`config.mk`:
```
export PLATFORM = sky130hd
export DESIGN_NAME = decoder_n_scan
export DESIGN_NICKNAME = d
export VERILOG_FILES = /design/src/rtl/decoder_n_scan.sv
export SDC_FILE = /design/constraint.sdc
export NUM_CORES = 1
export LEC_CHECK = 0
export ABC_CLOCK_PERIOD_IN_PS = 3050
export CAP_MARGIN = 40
export CORE_MARGIN = 8
export CORE_UTILIZATION = 56
export DETAILED_ROUTE_END_ITERATION = 8
export PLACE_DENSITY = 0.83
export SLEW_MARGIN = 20
export SYNTH_ARGS = -nofsm -noshare
export SYNTH_HDL_FRONTEND = slang
export SYNTH_SLANG_ARGS = --single-unit
export TNS_END_PERCENT = 20
```
`constraint.sdc`:
```
create_clock -name clk -period 3.05 [get_ports clk]
set_clock_uncertainty 0.05 [all_clocks]
set_input_delay 0.4575 -clock clk [delete_from_list [all_inputs] [get_ports clk]]
set_output_delay 0.4575 -clock clk [all_outputs]
set_load 0.01 [all_outputs]
```
`src/rtl/decoder_n_scan.sv`:
```
// decoder_n_scan: registered N-to-2**N decoder with one-hot DECODE,
// thermometer THERM, a dwell-timed SCAN sequencer and a HOLD mode.
// All outputs come straight from flops; the next-state logic is one
// combinational block feeding one register block.
module decoder_n_scan #(
    parameter int N     = 3,
    parameter int DWELL = 10   // cycles per SCAN step, 1..65535
) (
    input  logic                clk,
    input  logic                rst,
    input  logic                en,
    input  logic [1:0]          mode,
    input  logic [N-1:0]        X,
    input  logic                load,
    output logic [(2**N)-1:0]   Y,
    output logic [N-1:0]        idx,
    output logic                wrap
);

    localparam int M  = 2 ** N;
    // A one-cycle dwell still needs a 1-bit counter to stay a legal vector.
    localparam int CW = (DWELL > 1) ? $clog2(DWELL) : 1;
    localparam logic [CW-1:0] DWELL_LAST = CW'(DWELL - 1);
    localparam logic [N-1:0]  IDX_MAX    = N'(M - 1);

    typedef enum logic [1:0] {
        MODE_DECODE = 2'b00,
        MODE_THERM  = 2'b01,
        MODE_SCAN   = 2'b10,
        MODE_HOLD   = 2'b11
    } mode_t;

    mode_t          mode_e;
    logic [CW-1:0]  cnt, cnt_n;
    logic [M-1:0]   y_n;
    logic [N-1:0]   idx_n;
    logic           wrap_n;
    // Set while the dwell counter is counting a live SCAN period. Clearing
    // it outside SCAN makes the first SCAN edge after any other mode restart
    // the period and re-encode Y from the current index.
    logic           in_scan, in_scan_n;

    assign mode_e = mode_t'(mode);

    function automatic logic [M-1:0] one_hot(input logic [N-1:0] sel);
        one_hot      = '0;
        one_hot[sel] = 1'b1;
    endfunction

    function automatic logic [M-1:0] thermo(input logic [N-1:0] sel);
        for (int i = 0; i < M; i++)
            thermo[i] = (i <= int'(sel));
    endfunction

    // Next-state logic: everything holds unless en=1, wrap is a pulse.
    always_comb begin
        // NOTE: every output of this block gets a default first, so no path
        // leaves a value unassigned and no latch can be inferred.
        y_n       = Y;
        idx_n     = idx;
        cnt_n     = cnt;
        wrap_n    = 1'b0;
        in_scan_n = in_scan;
        if (en) begin
            case (mode_e)
                MODE_DECODE: begin
                    idx_n     = X;
                    y_n       = one_hot(X);
                    cnt_n     = '0;
                    in_scan_n = 1'b0;
                end
                MODE_THERM: begin
                    idx_n     = X;
                    y_n       = thermo(X);
                    cnt_n     = '0;
                    in_scan_n = 1'b0;
                end
                MODE_SCAN: begin
                    in_scan_n = 1'b1;
                    if (load) begin
                        // Load beats any coincident step or wrap.
                        idx_n = X;
                        y_n   = one_hot(X);
                        cnt_n = '0;
                    end else if (!in_scan) begin
                        y_n   = one_hot(idx);
                        cnt_n = '0;
                    end else if (cnt == DWELL_LAST) begin
                        cnt_n  = '0;
                        idx_n  = idx + N'(1);
                        y_n    = one_hot(idx + N'(1));
                        wrap_n = (idx == IDX_MAX);
                    end else begin
                        cnt_n = cnt + CW'(1);
                    end
                end
                MODE_HOLD: begin
                    in_scan_n = 1'b0;
                end
                default: ;
            endcase
        end
    end

    // State register; reset looks like a SCAN load of index 0, so a scan
    // right after release runs a full dwell before its first step.
    always_ff @(posedge clk or posedge rst) begin
        // NOTE: sequential state uses non-blocking assignments only, so every
        // flop samples the pre-edge values regardless of statement order.
        if (rst) begin
            Y       <= M'(1);
            idx     <= '0;
            wrap    <= 1'b0;
            cnt     <= '0;
            in_scan <= 1'b1;
        end else begin
            Y       <= y_n;
            idx     <= idx_n;
            wrap    <= wrap_n;
            cnt     <= cnt_n;
            in_scan <= in_scan_n;
        end
    end

endmodule

```
# After elaboration in Yosys (flattened, before gate mapping)
# Index checks and enable logic that the tools add are counted.
dict set report classes {
  n_reduce_logical 11
  muxes 24
  order_cmp 13
  add_sub_neg 2
  eq_ne 8
}
# op n
set ops {}
lappend ops {{$mux W8} 3}
lappend ops {{$pmux W8 S3} 1}
lappend ops {{$le A3 B3 Y1 const A} 4}
lappend ops {{$lt A3 B4 Y1 const B} 3}
lappend ops {{$mux W4} 3}
lappend ops {{$demux W1 S3} 3}
lappend ops {{$ge A3 B1 Y1 const B} 3}
lappend ops {{$mux W3} 3}
lappend ops {{$mux W1} 8}
lappend ops {{$pmux W4 S2} 1}
lappend ops {{$le A2 B3 Y1 const A} 2}
lappend ops {{$ne A3 B3 Y1 const B} 2}
lappend ops {{$pmux W3 S2} 1}
lappend ops {{$add A4 B1 Y4 const B} 1}
lappend ops {{$eq A2 B2 Y1 const B} 2}
lappend ops {{$eq A4 B4 Y1 const B} 1}
lappend ops {{$ne A4 B4 Y1 const B} 1}
lappend ops {{$reduce_and A4 Y1} 1}
lappend ops {{$add A3 B1 Y3 const B} 1}
lappend ops {{$eq A3 B3 Y1 const B} 1}
lappend ops {{$le A1 B3 Y1 const A} 1}
lappend ops {{$logic_and A1 B1 Y1} 3}
lappend ops {{$reduce_and A3 Y1} 1}
lappend ops {{$reduce_bool A3 Y1} 1}
lappend ops {{other kinds (7)} 7}
dict set report totals {
  out_inout_bits 12
  wordCells 63
  ff_bits 17
  in_bits 9
}

# Depth between registers and ports, before layout
# Gate-level depths: netlist of run 1.
dict set report depth {
  word_depth 9
  ltp_mapped 8
  depth_no_buf 6
}

# Least setup slack after synthesis of run 1
# OpenSTA, ideal clock, no wires.
dict set report synth_path {
  path_type {register to register}
  start {register idx[0]}
  end {register Y[2]}
  synth_period_minus_slack_ns 1.821
  slack_ns 1.229
  setup_time_ns 0.137
  t_required_ns 2.863
  path_stages_with_launch 7
  path_buffers 0
  t_arrival_ns 1.634
  cell_sequence {dfrtp_1 > ha_1 > ha_1 > nand2b_1 > o22ai_1 > a221oi_1 > o22ai_2}
}
dict set report synth_between {
  elab_chain_cells 9
  word_cells_on_any_way 15
  classes_between {add/sub (1); order compare (4); mux (8); reduce/logical (2)}
}
# item line
set synth_rtl {}
lappend synth_rtl {{from (decl)} 16} ;# output logic [N-1:0] idx,
lappend synth_rtl {{from (signal assigned)} 118} ;# idx <= idx_n;
lappend synth_rtl {{$add A3 B1 Y3} 91} ;# y_n = one_hot(idx + N'(1));
lappend synth_rtl {{$lt A3 B4 Y1 (not written as such) / $ge A3 B1 Y1 (equally long branches)} 47} ;# one_hot[sel] = 1'b1;
lappend synth_rtl {{$logic_and A1 B1 Y1 (not written as such)} 47}
lappend synth_rtl {{$mux W1 (not written as such)} 47}
lappend synth_rtl {{$demux W1 S3} 47}
lappend synth_rtl {{$mux W8} 88} ;# end else if (cnt == DWELL_LAST) begin
lappend synth_rtl {{$mux W8 *} 85} ;# end else if (!in_scan) begin
lappend synth_rtl {{$mux W8 *} 80} ;# if (load) begin
lappend synth_rtl {{$pmux W8 S3 *} 65} ;# case (mode_e)
lappend synth_rtl {{to (signal assigned)} 117} ;# Y <= y_n;
lappend synth_rtl {{to (decl)} 15} ;# output logic [(2**N)-1:0] Y,
# Every way passes the cells marked *; elsewhere a longest branch is shown, timed or not. The select of a mux whose other input is x is not followed.
# A chain may end at the register's enable or synchronous reset.

# Worst setup path in the final report of run 1
dict set report layout_path {
  start {input port mode[0]}
  end {register idx[0]}
}
dict set report layout_between {
  elab_chain_cells 4
  word_cells_on_any_way 9
  classes_between {eq/ne (4); mux (1); reduce/logical (4)}
}
# item line
set layout_rtl {}
lappend layout_rtl {{from (decl)} 12} ;# input logic [1:0] mode,
lappend layout_rtl {{$eq A2 B1 Y1 / $logic_not A2 Y1 (equally long branches)} 65}
lappend layout_rtl {{$reduce_or A2 Y1 (no line)} n/a}
lappend layout_rtl {{$reduce_bool A2 Y1 (no line)} n/a}
lappend layout_rtl {{$reduce_and A4 Y1 (no line)} n/a}
# Several ways; a longest one is shown, not always the timed one.

==> metrics.json, run 1 <==
{
  "power": {"value": 0.6474, "unit": "mW"},
  "detail_route.vias_per_cell": {"value": 6.052},
  "postSynthCellCount": {"value": 146},
  "ys_ff_latch": {"value": 17},
  "synthDistinctLibCells": {"value": 45},
  "synth_flop_type": {"value": "dfrtp_1"},
  "leakagePower": {"value": 0.5865, "unit": "nW"},
  "timing_worst_setup_path_type": {"value": "in -> reg"},
  "grt_pass1_wl": {"value": 5043, "unit": "µm"},
  "placementRows": {"value": 17},
  "global_route.usage.total": {"value": 14.97, "unit": "%"},
  "ys_seq_area_share": {"value": 33.86, "unit": "%"},
  "i_o_pins": {"value": 21},
  "slew_violations": {"value": 0},
  "drt-pass1-iter-count": {"value": 4},
  "layout_commonest_cell": {"value": "clkdlybuf4s50_1"},
  "grt_start_max_net_pins": {"value": 18},
  "post-cts-setup-buffers": {"value": 0},
  "initial_utilization": {"value": 58.25, "unit": "%"},
  "drt.antenna.violating_nets": {"value": 0},
  "postSynth.asyncResetShare": {"value": 100.0, "unit": "%"},
  "post_cts_hold_buffer_count": {"value": 0},
  "outcome": {"value": "complete, no violations"},
  "finalNetCount": {"value": 182},
  "critPathRequiredTime": {"value": 3.16, "unit": "ns"},
  "grt_setup_unrepaired": {"value": "false"},
  "synthesis.nets": {"value": 163},
  "syn_area_per_cell": {"value": 8.656, "unit": "µm²"},
  "detail_route.wirelength.met1": {"value": 1312, "unit": "µm"},
  "detailed_place_hpwl": {"value": 2297, "unit": "µm"},
  "number_of_enable_type_register_cells_in_the_synthesized_netlist": {"value": 0},
  "met3RoutedLength": {"value": 250, "unit": "µm"},
  "maximum_capacitance_violations": {"value": 0},
  "cp_max_fanout": {"value": 8},
  "die_h": {"value": 63.51, "unit": "µm"},
  "finalSetupViolCount": {"value": 0},
  "hp-class": {"value": "reg -> reg"},
  "h-tree-depth": {"value": 1},
  "die_width": {"value": 63.51, "unit": "µm"},
  "wl_per_cell": {"value": 15.68, "unit": "µm"},
  "cts_root_buf": {"value": "clkbuf_4"},
  "finalSetupTns": {"value": 0, "unit": "ns"},
  "mostFrequentLayoutCells": {"value": "20 x clkdlybuf4s50_1, 15 x dfrtp_1, 15 x nand2_1, 15 x a21oi_1, 11 x nor2_1"},
  "wl_met2": {"value": 1411, "unit": "µm"},
  "layout-area-overhead-vs-synth": {"value": 18.02, "unit": "%"},
  "worst_pin_slew": {"value": 0.6666, "unit": "ns"},
  "cts_tree": {"value": "done"},
  "worst_hold_slack": {"value": 0.4677, "unit": "ns"},
  "clock_path_buffers": {"value": 2},
  "cts-buffers-inserted": {"value": 3},
  "gr-total-overflow": {"value": 0},
  "hold_viol_final": {"value": 0},
  "drt_drc_violations_left": {"value": 0},
  "netlist_area": {"value": 1264, "unit": "µm²"},
  "gp_routability_congestion": {"value": 0.9285},
  "antenna_found_initial": {"value": 0},
  "cp-start-kind": {"value": "input port"},
  "timing.hold.worst_path_depth": {"value": 2},
  "core_region_area": {"value": 2170, "unit": "µm²"},
  "dr_total_vias": {"value": 1162},
  "drt_wl_total": {"value": 3010, "unit": "µm"},
  "arrival": {"value": 2.30, "unit": "ns"},
  "fraction_of_the_cycle_the_final_worst_path_needs": {"value": 71.75, "unit": "%"},
  "initialDrtViolationCount": {"value": 55},
  "grt_pass1_vias": {"value": 1106},
  "yosys-top-cells-area": {"value": "dfrtp_1 30%, ha_1 7.9%, a21oi_1 5.9%"},
  "worstSkewPairLatency": {"value": 0.28, "unit": "ns"},
  "highest-signal-layer": {"value": "met4"},
  "ir_drop": {"value": 0.0003055, "unit": "V"},
  "clkTransAtPathRegs": {"value": 0.10, "unit": "ns"},
  "setup.worst_path.end_class": {"value": "flip-flop"},
  "diodes": {"value": 0},
  "max_clock_freq": {"value": 457.0, "unit": "MHz"},
  "postCtsResizedCells": {"value": 0},
  "slew_headroom": {"value": 55.51, "unit": "%"},
  "power-per-cell-area": {"value": 434.1, "unit": "nW/µm²"},
  "die_area": {"value": 4033, "unit": "µm²"},
  "yosys.area.top_type": {"value": "dfrtp_1"},
  "post-route-min-period": {"value": 2.188, "unit": "ns"},
  "place.port_buffers": {"value": 20},
  "synth_top_cell_area_share": {"value": 29.70, "unit": "%"},
  "final_layout_size_suffix_gt1_share": {"value": 11.59, "unit": "%"},
  "reg2reg_depth": {"value": 6},
  "cts.sinks": {"value": 17},
  "yosys_warnings": {"value": 0}
}
-- Yosys cell counts (2+ instances only) --
library cell	count
a21oi_1	15
nand3b_1	2
o21ai_0	5
a211oi_1	3
nand2_1	15
dfrtp_1	15
o22ai_1	6
nand2b_1	10
or2_2	3
nor3_1	2
a31oi_1	2
o31ai_1	2
nand3_1	2
a221oi_1	2
nor2_1	11
dfstp_2	2
mux2i_1	2
inv_1	7
clkbuf_1	3
buf_6	2
ha_1	8
buf_2	3
o22ai_2	2
-- registers in the layout, indices dropped and copies added (netlist names) --
signal / cells
Y: 8
cnt: 4
idx: 3
in_scan: 1
wrap: 1
-- worst max-delay path: stages --
cell             delay (ns)
clkdlybuf4s50_1        0.52
inv_1                  0.08
ha_1                   0.27
nor2b_1                0.20
buf_4                  0.18
a21oi_2                0.23
a21boi_0               0.26
mux2i_1                0.10
-- per-layer routing --
metal / vias to the layer above / track usage, %
met4: 0 / 3.900
met1: 539 / 16.98
met3: 6 / 5.830
met2: 52 / 25.48
met5: - / 0
li1: 565 / -
-- kinds of logic after synthesis --
family | count (synthesis) | synth area share, %
simple gates | 54 | 22.38
compound gates | 49 | 27.43
buf+inv | 15 | 5.940
flops | 17 | 33.86
fa+ha+maj | 8 | 7.921
mux | 3 | 2.475
-- path summary, 6_finish.rpt --
kind,from,slack (ns),to
max,mode[0],0.86,idx[0]$_DFFE_PP0P_
min,Y[0]$_DFFE_PP1P_,0.47,Y[0]$_DFFE_PP1P_
max reg2reg,idx[0]$_DFFE_PP0P_,0.95,Y[2]$_DFFE_PP0P_
min reg2reg,Y[0]$_DFFE_PP1P_,0.47,Y[0]$_DFFE_PP1P_
max in group asynchronous,rst,2.01,idx[1]$_DFFE_PP0P_
min in group asynchronous,rst,0.51,Y[3]$_DFFE_PP0P_
-- cell type report --
type                       count  area (µm²)
multi-input combinational    114       760.7
fill                         189       678.2
sequential                    17       427.9
timing repair buffer          22       215.2
tap                           28       35.03
clock buffer                   4       26.28
inverter                       7       26.28
-- metrics by stage --
| stage | cells | instance area, µm² | util (%) | setup WS, ns |
|---|---|---|---|---|
| 2_1_floorplan | 146 | 1264 | - | 1.229 |
| 3_3_place_gp | 188 | 1465 | 67.53 | 0.6713 |
| 3_5_place_dp | 188 | 1465 | 67.53 | 0.5776 |
| 4_1_cts | 192 | 1491 | 68.74 | 0.8679 |
| 5_1_grt | 192 | 1491 | 68.74 | 0.7015 |
| 6_report | 192 | 1491 | 68.74 | 0.8617 |
-- where the power goes --
part / internal, mW / switching, mW
logic: 0.120 / 0.125
registers: 0.252 / 0.0311
clock network: 0.0507 / 0.0694
No activity file was read; power rests on OpenSTA's default activity.
==> run 2: changes to the inputs <==
- ABC_CLOCK_PERIOD_IN_PS: 3050 -> 2029
- CORE_UTILIZATION: 56 -> 52
- PLACE_DENSITY: 0.83 -> 0.78
- clock period: 3.05 -> 2.03 ns (I/O delays scaled with it)
==> run 2 against run 1 <==
Effect of this change: global-route usage is 0.69 points higher; final cell count is 10% higher; power is 60% higher; largest cell class unchanged; highest routed layer unchanged.
==> metrics.json, run 2 (same netlist as run 1, synthesis figures left out) <==
{
  "outcome": {"value": "complete, no violations"},
  "post_cts_hold_buffer_count": {"value": 0, "change": "unchanged"},
  "reg2reg_depth": {"value": 5, "change": "-1"},
  "die_h": {"value": 65.30, "unit": "µm", "change": "+2.8%"},
  "arrival": {"value": 2.06, "unit": "ns", "change": "-0.24 ns"},
  "hp-class": {"value": "in -> async"},
  "largest_register_ff_count": {"value": 8, "change": "unchanged"},
  "detailed_place_hpwl": {"value": 2554, "unit": "µm", "change": "+11%"},
  "cts_root_buf": {"value": "clkbuf_4"},
  "post-cts-setup-buffers": {"value": 0, "change": "unchanged"},
  "maximum_capacitance_violations": {"value": 0, "change": "unchanged"},
  "grt_pass1_wl": {"value": 5520, "unit": "µm", "change": "+9.5%"},
  "finalNetCount": {"value": 200, "change": "+9.9%"},
  "post-route-min-period": {"value": 1.946, "unit": "ns"},
  "worst_pin_slew": {"value": 0.6558, "unit": "ns", "change": "-0.01082 ns"},
  "power": {"value": 1.034, "unit": "mW", "change": "+60%"},
  "cts_tree": {"value": "done"},
  "grt_setup_unrepaired": {"value": "false"},
  "mostFrequentLayoutCells": {"value": "20 x clkdlybuf4s50_1, 20 x buf_4, 15 x dfrtp_1, 15 x nand2_1, 15 x a21oi_1"},
  "die_width": {"value": 65.30, "unit": "µm", "change": "+2.8%"},
  "diodes": {"value": 0, "change": "unchanged"},
  "antenna_found_initial": {"value": 0, "change": "unchanged"},
  "hold_viol_final": {"value": 0, "change": "unchanged"},
  "placementRows": {"value": 18, "change": "+1"},
  "detail_route.vias_per_cell": {"value": 6.066, "change": "+0.23%"},
  "drt.antenna.violating_nets": {"value": 0, "change": "unchanged"},
  "cp_max_fanout": {"value": 6, "change": "-2"},
  "registers.top_by_ff_count": {"value": "Y"},
  "fraction_of_the_cycle_the_final_worst_path_needs": {"value": 95.86, "unit": "%"},
  "max_clock_freq": {"value": 513.9, "unit": "MHz"},
  "cts-buffers-inserted": {"value": 3, "change": "unchanged"},
  "drt_wl_total": {"value": 3216, "unit": "µm", "change": "+6.8%"},
  "slew_headroom": {"value": 56.23, "unit": "%", "change": "+0.72 points"},
  "setup.worst_path.end_class": {"value": "flip-flop"},
  "drt-pass1-iter-count": {"value": 5, "change": "+1"},
  "core_region_area": {"value": 2387, "unit": "µm²", "change": "+10%"},
  "wl_per_cell": {"value": 15.17, "unit": "µm", "change": "-3.2%"},
  "slew_violations": {"value": 0, "change": "unchanged"},
  "die_area": {"value": 4263, "unit": "µm²", "change": "+5.7%"},
  "placed_cells_incl_taps": {"value": 208, "change": "+11%"},
  "cp_launch_point": {"value": "idx[0]$_DFFE_PP0P_"},
  "initial_utilization": {"value": 52.94, "unit": "%", "change": "-5.3 points"},
  "largest_registers": {"value": "Y (8), cnt (4), idx (3)"},
  "grt_start_max_net_pins": {"value": 18, "change": "unchanged"},
  "final_layout_size_suffix_gt1_share": {"value": 20.88, "unit": "%", "change": "+9.3 points"},
  "worst_hold_slack": {"value": 0.3237, "unit": "ns", "change": "-0.1440 ns"},
  "critPathRequiredTime": {"value": 2.14, "unit": "ns", "change": "-1.02 ns"},
  "power-per-cell-area": {"value": 634.0, "unit": "nW/µm²", "change": "+46%"},
  "ir_drop": {"value": 0.0005825, "unit": "V", "change": "+91%"},
  "worstSkewPairLatency": {"value": 0.30, "unit": "ns", "change": "+0.02 ns"},
  "leakagePower": {"value": 0.6768, "unit": "nW", "change": "+15%"},
  "cp-start-kind": {"value": "flip-flop"},
  "postCtsResizedCells": {"value": 0, "change": "unchanged"},
  "cts.sinks": {"value": 17, "change": "unchanged"},
  "initialDrtViolationCount": {"value": 89, "change": "+62%"},
  "dr_total_vias": {"value": 1286, "change": "+11%"},
  "drt_drc_violations_left": {"value": 0, "change": "unchanged"},
  "grt_pass1_vias": {"value": 1241, "change": "+12%"},
  "gp_routability_congestion": {"value": 0.8659, "change": "-6.7%"},
  "gr-total-overflow": {"value": 0, "change": "unchanged"},
  "global_route.usage.total": {"value": 15.66, "unit": "%", "change": "+0.69 points"},
  "layout-area-overhead-vs-synth": {"value": 29.01, "unit": "%"},
  "finalSetupTns": {"value": 0, "unit": "ns", "change": "unchanged"},
  "i_o_pins": {"value": 21, "change": "unchanged"},
  "finalSetupViolCount": {"value": 0, "change": "unchanged"},
  "clkTransAtPathRegs": {"value": 0.12, "unit": "ns", "change": "+0.02 ns"},
  "timing_worst_setup_path_type": {"value": "reg -> reg"},
  "final_cell_count_no_fill": {"value": 212, "change": "+10%"},
  "h-tree-depth": {"value": 1, "change": "unchanged"},
  "place.port_buffers": {"value": 20, "change": "unchanged"},
  "regToRegStartpoint": {"value": "idx[0]$_DFFE_PP0P_"},
  "clock_path_buffers": {"value": 2, "change": "unchanged"}
}
[run 2: where the power goes]
part | switching [mW] | internal (mW) | leakage (nW)
combinational | 0.211 | 0.212 | 0.448
sequential | 0.0328 | 0.379 | 0.211
clock | 0.126 | 0.0735 | 0.0177
[run 2: worst max-delay path: stages, from the launching register on]
cell	delay, ns
dfrtp_1	0.40
ha_1	0.20
ha_1	0.38
nor3b_1	0.08
o311ai_0	0.55
a31oi_2	0.15
[run 2: final timing paths]
path | end | slack, ns
min in group clk | Y[0]$_DFFE_PP1P_ | 0.48
max in group asynchronous | idx[1]$_DFFE_PP0P_ | 1.18
hold reg to reg | Y[0]$_DFFE_PP1P_ | 0.48
hold / removal | Y[3]$_DFFE_PP0P_ | 0.32
setup / recovery | Y[1]$_DFFE_PP0P_ | 0.08
setup reg to reg | Y[1]$_DFFE_PP0P_ | 0.08
[run 2: final cells by class]
type / count / area (µm²)
repair buffers: 40 / 350.3
clock inverters: 1 / 5.005
flip-flops and latches: 17 / 427.9
well taps: 30 / 37.54
inverters: 7 / 26.28
fillers: 208 / 757.0
clock buffers: 3 / 22.52
multi-input cells: 114 / 760.7
[run 2: through the flow]
step	util [%]	setup slack [ns]	instance area (µm²)
3_5_place_dp	67.14	-0.07160	1603
6_report	68.29	0.08405	1630
4_1_cts	68.29	0.1240	1630
2_1_floorplan	-	0.2091	1264
5_1_grt	68.29	0.04673	1630
3_3_place_gp	67.14	-0.002758	1603
[run 2: per-layer routing]
metal  part of all wire (%)  wire (µm)  vias to the layer above  track usage (%)
li1                       -          -                      608                -
met4                    1.2         40                        0            4.632
met1                     43       1367                      606            19.66
met5                      0          0                        -                0
met2                     49       1567                       64            26.45
met3                    7.5        240                        8            3.061
